$ cat config.mk
export PLATFORM = sky130hd
export DESIGN_NAME = pipeline_perf_monitor_flat
export DESIGN_NICKNAME = d
export VERILOG_FILES = /design/src/rtl/pipeline_perf_monitor_if.sv /design/src/rtl/pipeline_perf_monitor.sv /design/src/flat_wrapper.sv
export SDC_FILE = /design/constraint.sdc
export NUM_CORES = 1
export LEC_CHECK = 0
export ABC_AREA = 1
export BUFFER_PORTS_ARGS = -buffer_cell sky130_fd_sc_hd__buf_2
export CAP_MARGIN = 20
export CELL_PAD_IN_SITES_DETAIL_PLACEMENT = 1
export CELL_PAD_IN_SITES_GLOBAL_PLACEMENT = 2
export CORE_ASPECT_RATIO = 2
export CORE_MARGIN = 2
export CORE_UTILIZATION = 36
export CTS_BUF_LIST = sky130_fd_sc_hd__clkbuf_8
export DETAILED_ROUTE_END_ITERATION = 8
export PLACE_DENSITY = 0.78
export SYNTH_ARGS = -nofsm -noshare
export SYNTH_HDL_FRONTEND = slang
export SYNTH_SLANG_ARGS = --single-unit
$ cat constraint.sdc
create_clock -name clk_i -period 2.8 [get_ports clk_i]
set_input_delay 0.14 -clock clk_i [delete_from_list [all_inputs] [get_ports clk_i]]
set_output_delay 0.14 -clock clk_i [all_outputs]
set_load 0.05 [all_outputs]
$ cat src/rtl/pipeline_perf_monitor_if.sv
// Snapshot stream port of the performance monitor: valid/ready word stream
// carrying one counter value per beat together with its index and a last flag.
interface pipeline_perf_monitor_if #(
    parameter int unsigned CNT_W = 32,
    parameter int unsigned IDX_W = 3
);
    logic             valid;
    logic             ready;
    logic [CNT_W-1:0] data;
    logic [IDX_W-1:0] idx;
    logic             last;

    // Producer side (the monitor)
    modport master (
        output valid,
        output data,
        output idx,
        output last,
        input  ready
    );

    // Consumer side
    modport slave (
        input  valid,
        input  data,
        input  idx,
        input  last,
        output ready
    );
endinterface

$ cat src/rtl/pipeline_perf_monitor.sv
// Per-cycle event monitor for the pipelined CPU: counts run cycles and
// NUM_EVT event strobes inside a bounded run window, keeps sticky overflow
// flags, and streams an atomic snapshot of all counters on request.
module pipeline_perf_monitor #(
    parameter int unsigned NUM_EVT    = 4,
    parameter int unsigned CNT_W      = 32,
    parameter int unsigned MAX_CYCLES = 64,
    parameter int unsigned SATURATE   = 1
) (
    input  logic                     clk_i,
    input  logic                     rst_i,
    input  logic                     start_i,
    input  logic                     clear_i,
    input  logic [NUM_EVT-1:0]       evt_i,
    input  logic                     snap_req_i,
    output logic                     snap_busy_o,
    pipeline_perf_monitor_if.master  dout_if,
    output logic [CNT_W-1:0]         cycle_o,
    output logic                     done_o,
    output logic [NUM_EVT:0]         ovf_o
);
    localparam int unsigned IDX_W = $clog2(NUM_EVT + 1);
    localparam int unsigned NUM_C = NUM_EVT + 1;

    typedef enum logic [1:0] {
        S_IDLE = 2'd0,
        S_RUN  = 2'd1,
        S_DONE = 2'd2
    } state_e;

    state_e           state_q;
    logic             done_q;

    // Entry 0 is the cycle counter, entry k+1 is event k
    logic [CNT_W-1:0] cnt_q    [NUM_C];
    logic [CNT_W-1:0] cnt_d    [NUM_C];
    logic [CNT_W-1:0] shadow_q [NUM_C];
    logic [NUM_EVT:0] ovf_q;
    logic [NUM_EVT:0] ovf_d;

    logic             busy_q;
    logic             valid_q;
    logic             last_q;
    logic [IDX_W-1:0] idx_q;
    logic [CNT_W-1:0] data_q;

    logic [NUM_EVT:0] ev_vec;
    logic             count_en;
    logic             hit_max;
    logic             snap_acc;
    logic             beat;
    logic [IDX_W-1:0] idx_nxt;

    // Counter increment with saturate/wrap, sticky overflow and window end detect
    always_comb begin
        ev_vec   = {evt_i, 1'b1};
        count_en = (state_q == S_RUN) && start_i;
        ovf_d    = ovf_q;
        for (int unsigned k = 0; k < NUM_C; k++) begin
            cnt_d[k] = cnt_q[k];
            if (count_en && ev_vec[k]) begin
                if (&cnt_q[k]) begin
                    ovf_d[k] = 1'b1;
                    cnt_d[k] = (SATURATE != 0) ? cnt_q[k] : '0;
                end else begin
                    cnt_d[k] = cnt_q[k] + CNT_W'(1);
                end
            end
        end
        hit_max  = count_en && (MAX_CYCLES != 0) &&
                   (64'(cnt_d[0]) == 64'(MAX_CYCLES));
        snap_acc = snap_req_i && !busy_q;
        beat     = valid_q && dout_if.ready;
        idx_nxt  = idx_q + IDX_W'(1);
    end

    // Run-window FSM, counters, snapshot shadows and stream registers
    always_ff @(posedge clk_i) begin
        if (!rst_i) begin
            state_q <= S_IDLE;
            done_q  <= 1'b0;
            ovf_q   <= '0;
            for (int unsigned k = 0; k < NUM_C; k++) begin
                cnt_q[k]    <= '0;
                shadow_q[k] <= '0;
            end
            busy_q  <= 1'b0;
            valid_q <= 1'b0;
            last_q  <= 1'b0;
            idx_q   <= '0;
            data_q  <= '0;
        end else if (clear_i) begin
            state_q <= S_IDLE;
            done_q  <= 1'b0;
            ovf_q   <= '0;
            for (int unsigned k = 0; k < NUM_C; k++) begin
                cnt_q[k] <= '0;
            end
            busy_q  <= 1'b0;
            valid_q <= 1'b0;
            last_q  <= 1'b0;
            idx_q   <= '0;
            data_q  <= '0;
        end else begin
            cnt_q <= cnt_d;
            ovf_q <= ovf_d;

            case (state_q)
                S_IDLE: begin
                    if (start_i) begin
                        state_q <= S_RUN;
                    end
                end
                S_RUN: begin
                    if (hit_max) begin
                        state_q <= S_DONE;
                        done_q  <= 1'b1;
                    end
                end
                S_DONE: begin
                    done_q <= 1'b1;
                end
                default: begin
                    state_q <= S_IDLE;
                    done_q  <= 1'b0;
                end
            endcase

            // Shadows capture the pre-edge counters so the request cycle is excluded
            if (snap_acc) begin
                shadow_q <= cnt_q;
                busy_q   <= 1'b1;
                valid_q  <= 1'b1;
                idx_q    <= '0;
                data_q   <= cnt_q[0];
                last_q   <= (NUM_EVT == 0);
            end else if (beat) begin
                if (last_q) begin
                    busy_q  <= 1'b0;
                    valid_q <= 1'b0;
                    last_q  <= 1'b0;
                    idx_q   <= '0;
                    data_q  <= '0;
                end else begin
                    idx_q  <= idx_nxt;
                    data_q <= shadow_q[idx_nxt];
                    last_q <= (idx_nxt == IDX_W'(NUM_EVT));
                end
            end
        end
    end

    assign snap_busy_o   = busy_q;
    assign dout_if.valid = valid_q;
    assign dout_if.data  = data_q;
    assign dout_if.idx   = idx_q;
    assign dout_if.last  = last_q;
    assign cycle_o       = cnt_q[0];
    assign done_o        = done_q;
    assign ovf_o         = ovf_q;

endmodule

$ cat src/flat_wrapper.sv
// flat-port wrapper written by rule: the top's interface ports become plain ports
module pipeline_perf_monitor_flat 
#(
    parameter int unsigned NUM_EVT    = 4,
    parameter int unsigned CNT_W      = 32,
    parameter int unsigned MAX_CYCLES = 64,
    parameter int unsigned SATURATE   = 1
)
  (clk_i, rst_i, start_i, clear_i, evt_i, snap_req_i, snap_busy_o, cycle_o, done_o, ovf_o, dout_if_valid, dout_if_data, dout_if_idx, dout_if_last, dout_if_ready);
  pipeline_perf_monitor_if #(.CNT_W(CNT_W), .IDX_W((3))) dout_if_i ();
  input  logic clk_i;
  input  logic rst_i;
  input  logic start_i;
  input  logic clear_i;
  input  logic [NUM_EVT-1:0] evt_i;
  input  logic snap_req_i;
  output logic snap_busy_o;
  output logic [CNT_W-1:0] cycle_o;
  output logic done_o;
  output logic [NUM_EVT:0] ovf_o;
  output wire logic [$bits(dout_if_i.valid)-1:0] dout_if_valid;
  output wire logic [$bits(dout_if_i.data)-1:0] dout_if_data;
  output wire logic [$bits(dout_if_i.idx)-1:0] dout_if_idx;
  output wire logic [$bits(dout_if_i.last)-1:0] dout_if_last;
  input wire logic [$bits(dout_if_i.ready)-1:0] dout_if_ready;
  assign dout_if_valid = dout_if_i.valid;
  assign dout_if_data = dout_if_i.data;
  assign dout_if_idx = dout_if_i.idx;
  assign dout_if_last = dout_if_i.last;
  assign dout_if_i.ready = dout_if_ready;
  pipeline_perf_monitor #(.NUM_EVT(NUM_EVT), .CNT_W(CNT_W), .MAX_CYCLES(MAX_CYCLES), .SATURATE(SATURATE)) u_core (.clk_i(clk_i), .rst_i(rst_i), .start_i(start_i), .clear_i(clear_i), .evt_i(evt_i), .snap_req_i(snap_req_i), .snap_busy_o(snap_busy_o), .dout_if(dout_if_i), .cycle_o(cycle_o), .done_o(done_o), .ovf_o(ovf_o));
endmodule
==> metrics.yaml, run 1 <==
synthesis.instances: 2621
gp_congestion: 0.8700
power_frac_seq_pct: 49.2
power_density_nw_per_um2: 527.5
wl_per_cell_um: 19.60
coreArea_sq_um: 48920
dpl.hpwl_um: 48820
place_inst: 3266
cts_buffers: 58
fill_cells: 6390
critPathTopFamily: "simple AND/OR/NAND/NOR gates"
drive_gt1_share_pct: 10.93
post-route-min-period_ns: 2.590
synth_edf_count: 0
max_freq_mhz: 386.1
pwr-share-comb_pct: 5.4
synth_area_sq_um: 17720
critPathRequiredTime_ns: 3.32
die_h_um: 317.8
p_clk_share_pct: 45.4
stdcell_count: 3380
cap_violations: 0
drc: 0
die_w_um: 160.9
regArea_sq_um: 7308
cts_tree: "built"
multi_input_area_sq_um: 8667
max-vdd-ir-drop_uv: 349.1
switchingPower_mw: 2.706
cp-start-kind: "flop"
slew_headroom_pct: 28.04
hold_path.class: "in -> reg"
track_usage_pct: 25.88
antenna_left: 0
final_hold_viol_count: 0
worst-setup-path-type: "reg -> reg"
synth_nets: 2643
worstMarginPinSlew_ns: 1.079
cp_slowest_stage_delay_ns: 0.35
switching_share_pct: 25.23
dieArea_sq_um: 51120
insertion_delay_ns: 0.66
h-tree-depth: 2
ys_ff_latch: 365
clockRootBuffer: "clkbuf_8"
fin_skew_ns: 0.03824
crit_slowest_cell: "dfxtp_1"
start_util_pct: 36.22
cts_buffer_depth: 3
ys.flop_type: "dfxtp_1"
outcome: "complete, no violations"
worstPathArrival_ns: 3.11
nNetsFinal: 2715
crit_chain: "ha_2 -> nand2_1 -> nor2_2 -> nand2_1 -> nor2_1 -> nand2_2 -> buf_4 -> nand3_1 -> nand2_1 -> nand2_1 -> nand2_1 -> nor2_1 -> nand2_1 -> nor2_1 -> nand2_1 -> nand2_2 -> nand3_1 -> nand2_1 -> nor2_1"
wl_um: 66250
via_per_inst: 5.203
overflow: 0
area_growth_pct: 14.76
finalCritPeriodShare_pct: 92.49
ys_seq_area_share_pct: 41.23
hold_slack_ns: 0.04863
fin_ws_ns: 0.2103
port_buffers: 85
grt_pass1_vias: 17720
antenna_found_initial: 3
postSynthAreaPerCell_sq_um: 6.761
via_count: 17590
clkSinkCount: 365
drt_pass1_iterations: 5
final_util_pct: 41.57
path_max_fanout: 14
place_ws_ns: 0.06722
setup_viol: 0
intPower_mw: 8.020
clk_pin_slew_worst_paths_ns: 0.08
rows: 115
power.leakage_nw: 7.187
crit_buf_inv: 1
finalPower_mw: 10.73
grt_max_degree: 132
postSynth.asyncResetShare_pct: 0
drt_iter0_drc: 1095
ios: 86
synth_cell_types: 41
finalMaxSlewViolations: 0
end_kind: "flop"
worst_path_most_repeated_cell: "nand2_1"
yosys_warnings: 0
grt_pass1_wl_um: 103900
==> Yosys cell counts (18+ instances only) <==
library cell / n / share of area [%]
o21ai_0: 222 / 6.3
buf_4: 33 / 1.4
nor3_1: 81 / 2.3
dfxtp_1: 365 / 41
clkbuf_1: 118 / 2.5
inv_1: 278 / 5.9
nor4_1: 19 / 0.67
a22oi_1: 32 / 1.4
xor2_1: 18 / 0.89
a21oi_1: 363 / 10
nor2_1: 231 / 4.9
nand4_1: 50 / 1.8
nand3_1: 167 / 4.7
nand2_1: 542 / 11
==> final cells by class <==
cell class	count	share of cell area, %
multi-input cells	1807	42.62
clock inverters	33	1.212
diodes	1	0.01231
inverters	284	5.254
clock buffers	70	4.738
well taps	643	3.956
flip-flops and latches	365	35.94
repair buffers	177	6.270
==> cells by family (layout without fill, tap and decap cells) <==
logic type                 after synthesis  in the layout  share of synthesized area [%]
AOI/OAI and AO/OA                      644            644                          19.05
xor gates and xnor gates                24             24                          1.186
other                                    0              1                              0
DFF                                    365            365                          41.23
buffers and inverters                  449            564                          10.39
and+or+nand+nor                       1127           1127                          27.29
adders and majority gates               12             12                         0.8473
==> worst reg2reg max path, stage by stage (launching register included) <==
cell	delay [ns]
dfxtp_1	0.35
ha_2	0.21
nand2_1	0.07
nor2_2	0.12
nand2_1	0.09
nor2_1	0.14
nand2_2	0.15
buf_4	0.23
nand3_1	0.09
nand2_1	0.05
nand2_1	0.10
nand2_1	0.06
nor2_1	0.12
nand2_1	0.07
nor2_1	0.17
nand2_1	0.11
nand2_2	0.13
nand3_1	0.08
nand2_1	0.07
nor2_1	0.04
==> placed cells by master (no fill, tap or decap), drive strengths merged, types with 18 or more instances in the layout <==
master and instances:
nand2 548, dfxtp 365, nor3 81, inv 304, nand4 50, o21ai 222
a21oi 364, nor2 236, nand3 168, a22oi 32, nor4 19, xor2 18
clkbuf 70, buf 170
==> stage by stage <==
stage               cell area [sq um]   TNS [ns]
detailed placement              18970          0
floorplan                       17720          0
finish                          20340          0
global placement                18970          0
CTS                             20250          0
global route                    20340  -0.002326
==> flip-flops by register name, summed over array words and instances (netlist names) <==
| name | count |
|---|---|
| u_core.ovf_o | 5 |
| u_core.dout_if.last | 1 |
| u_core.done_o | 1 |
| u_core.shadow_q | 160 |
| u_core.dout_if.idx | 3 |
| u_core.state_q | 2 |
| u_core.dout_if.data | 32 |
| u_core.cycle_o | 32 |
| u_core.snap_busy_o | 1 |
| u_core.cnt_q | 128 |
==> power by group through the flow <==
stage	Combinational (mW)	Clock, mW	Sequential, mW
2_1_floorplan	0.367	0	5.40
3_5_place_dp	0.570	0	5.39
4_1_cts	0.578	5.03	5.28
5_1_grt	0.641	5.22	5.28
6_report	0.576	4.87	5.28
3_3_place_gp	0.565	0	5.39
==> final timing paths <==
| check | startpoint | end | slack (ns) | depth (start not counted) |
|---|---|---|---|---|
| max reg2reg | u_core.cycle_o[1] | u_core.state_q[1] | 0.21 | 19 |
| max | u_core.cycle_o[1] | u_core.state_q[1] | 0.21 | 19 |
| min | evt_i[3] | u_core.ovf_o[4] | 0.05 | 7 |
| min reg2reg | u_core.ovf_o[4] | u_core.ovf_o[4] | 0.45 | 2 |
==> layer usage <==
metal	routed length, um	track usage [%]	up-vias
li1	-	-	8778
met1	30000	34.21	8334
met2	31220	43.39	352
met3	2513	2.909	118
met4	2494	9.444	4
met5	23	0	-
==> timing repair <==
| action | CTS | global route |
|---|---|---|
| buffers inserted | 0 | 2 |
| endpoints found under the hold margin | 13 | 0 |
| gates resized for setup | 0 | 20 |
| hold buffers | 7 | 0 |
| setup endpoints to repair | 0 | 22 |
(Power assumes the default switching activity.)
==> run 2: changes to the inputs <==
REMOVE_ABC_BUFFERS = 1   (was unset)
==> run 2 against run 1 <==
  * Register-to-register slack got worse by 0.02 ns
  * Clock skew is essentially flat
  * Hold slack better by 0.033 ns
  * Global-route usage down 0.57 points
  * Clock power fell by 3%
  * Clock-buffer cell count rose by 7
  * Largest power group unchanged
==> metrics.yaml, run 2 (synthesized netlist as in run 1, its figures left out) <==
start_util_pct: 36.22
die_h_um: 317.8
crit_slowest_cell: "dfxtp_1"
dieArea_sq_um: 51120
finalCritPeriodShare_pct: 93.21
final_hold_viol_count: 0
clockRootBuffer: "clkbuf_8"
antenna_left: 0
worst-setup-path-type: "reg -> reg"
grt_pass1_vias: 17420
rows: 115
layout_common_cells: "nand2_1, dfxtp_1, a21oi_1"
cp_slowest_stage_delay_ns: 0.33
h-tree-depth: 2
max-vdd-ir-drop_uv: 366.9
area_growth_pct: 14.52
power_frac_seq_pct: 49.8
wl_um: 65650
cts_buffer_depth: 3
ios: 86
switching_share_pct: 26.04
layout_commonest_cell: "nand2_1"
dpl.hpwl_um: 46210
final_area_sq_um: 20290
end_kind: "flop"
post-cts-setup-buffers: 0
wl_per_cell_um: 19.48
p_clk_share_pct: 44.6
path_max_fanout: 14
coreArea_sq_um: 48920
finalMaxSlewViolations: 0
insertion_delay_ns: 0.67
drt_pass1_iterations: 6
slew_headroom_pct: 40.43
finalPower_mw: 10.60
clk_pin_slew_worst_paths_ns: 0.07
worstPathArrival_ns: 3.13
switchingPower_mw: 2.760
intPower_mw: 7.840
clkSinkCount: 365
setup_viol: 0
crit_buf_inv: 6
crit_chain: "inv_1 -> ha_1 -> nand2_2 -> inv_1 -> buf_12 -> nand2_1 -> inv_1 -> nand2_1 -> buf_4 -> inv_1 -> nand2_1 -> nor2_1 -> and3_1 -> nor3_1"
nNetsFinal: 2706
outcome: "complete, no violations"
overflow: 0
reg.largest.list: "u_core.shadow_q: 160 flops, u_core.cnt_q: 128 flops"
port_buffers: 85
gp_congestion: 0.8513
largest_register: "u_core.shadow_q"
cap_violations: 0
cp-start-kind: "flop"
drc: 0
fin_skew_ns: 0.03778
placed_area_sq_um: 18930
pwr-share-comb_pct: 5.7
die_w_um: 160.9
track_usage_pct: 25.30
worstMarginPinSlew_ns: 0.8935
largest_reg_flops: 160
antenna_found_initial: 1
drt_iter0_drc: 969
drive_gt1_share_pct: 11.23
critPathRequiredTime_ns: 3.32
worst_path_most_repeated_cell: "inv_1"
cts_buffers: 58
critPathTopFamily: "simple AND/OR/NAND/NOR gates"
post-route-min-period_ns: 2.610
hold_path.class: "in -> reg"
via_per_inst: 5.242
grt_pass1_wl_um: 101700
cts_tree: "built"
max_freq_mhz: 383.2
power_density_nw_per_um2: 522.3
grt_max_degree: 132
grt_setup_unrepaired: "yes"
via_count: 17670
power.leakage_nw: 7.141
[run 2: timing repair]
item                                   4_1_cts  5_1_grt
pin swaps                                    0        1
hold buffers                                 7        0
setup endpoints to repair                    3       27
resized for setup                            1       33
endpoints found under the hold margin       13        0
[run 2: path summary, 6_finish.rpt]
kind | from | end | slack (ns) | cells after the start
setup reg to reg | u_core.state_q[1] | u_core.cnt_q[106] | 0.19 | 14
hold reg to reg | u_core.ovf_o[0] | u_core.ovf_o[0] | 0.45 | 2
hold / removal | rst_i | u_core.dout_if.last | 0.08 | 6
setup / recovery | u_core.state_q[1] | u_core.cnt_q[106] | 0.19 | 14
[run 2: worst register-to-register path, cell delays in order, from the launching register on]
cell	delay, ns
dfxtp_1	0.33
inv_1	0.12
ha_1	0.21
nand2_2	0.15
inv_1	0.13
buf_12	0.18
nand2_1	0.14
inv_1	0.07
nand2_1	0.09
buf_4	0.18
inv_1	0.23
nand2_1	0.14
nor2_1	0.23
and3_1	0.20
nor3_1	0.04
[run 2: area by class of cell]
class,instances,area (sq um)
Sequential cell,365,7308
Tap cell,643,804.5
Fill cell,6400,28630
Inverter,284,1069
Clock inverter,25,112.6
Antenna cell,2,5.005
Clock buffer,77,1060
Multi-Input combinational cell,1807,8720
Timing Repair Buffer,168,1216
[run 2: stage by stage]
step | hold slack, ns | utilization [%] | worst slack [ns] | TNS (ns) | cells
3_5_place_dp | 0.3934 | 38.70 | 0.03679 | 0 | 3260
4_1_cts | 0.03052 | 41.25 | 0.004150 | 0 | 3369
3_3_place_gp | 0.3913 | 38.70 | 0.1035 | 0 | 3260
6_report | 0.08194 | 41.48 | 0.1902 | 0 | 3371
5_1_grt | 0.1098 | 41.48 | -0.04984 | -0.1034 | 3370
2_1_floorplan | 0.2694 | - | -8.184 | -1800.47 | 2456
[run 2: layer usage]
| layer | vias to the layer above | GRT usage, % | wire length [um] |
|---|---|---|---|
| li1 | 8771 | - | - |
| met5 | - | 0 | 0 |
| met1 | 8500 | 33.02 | 29610 |
| met4 | 0 | 9.881 | 2561 |
| met2 | 292 | 42.80 | 31520 |
| met3 | 107 | 2.569 | 1957 |
[run 2: power by group through the flow]
stage / Clock, mW / Sequential (mW) / Combinational, mW
2_1_floorplan: 0 / 5.40 / 0.317
3_3_place_gp: 0 / 5.39 / 0.595
3_5_place_dp: 0 / 5.39 / 0.599
4_1_cts: 4.88 / 5.28 / 0.608
5_1_grt: 5.05 / 5.28 / 0.668
6_report: 4.72 / 5.28 / 0.601
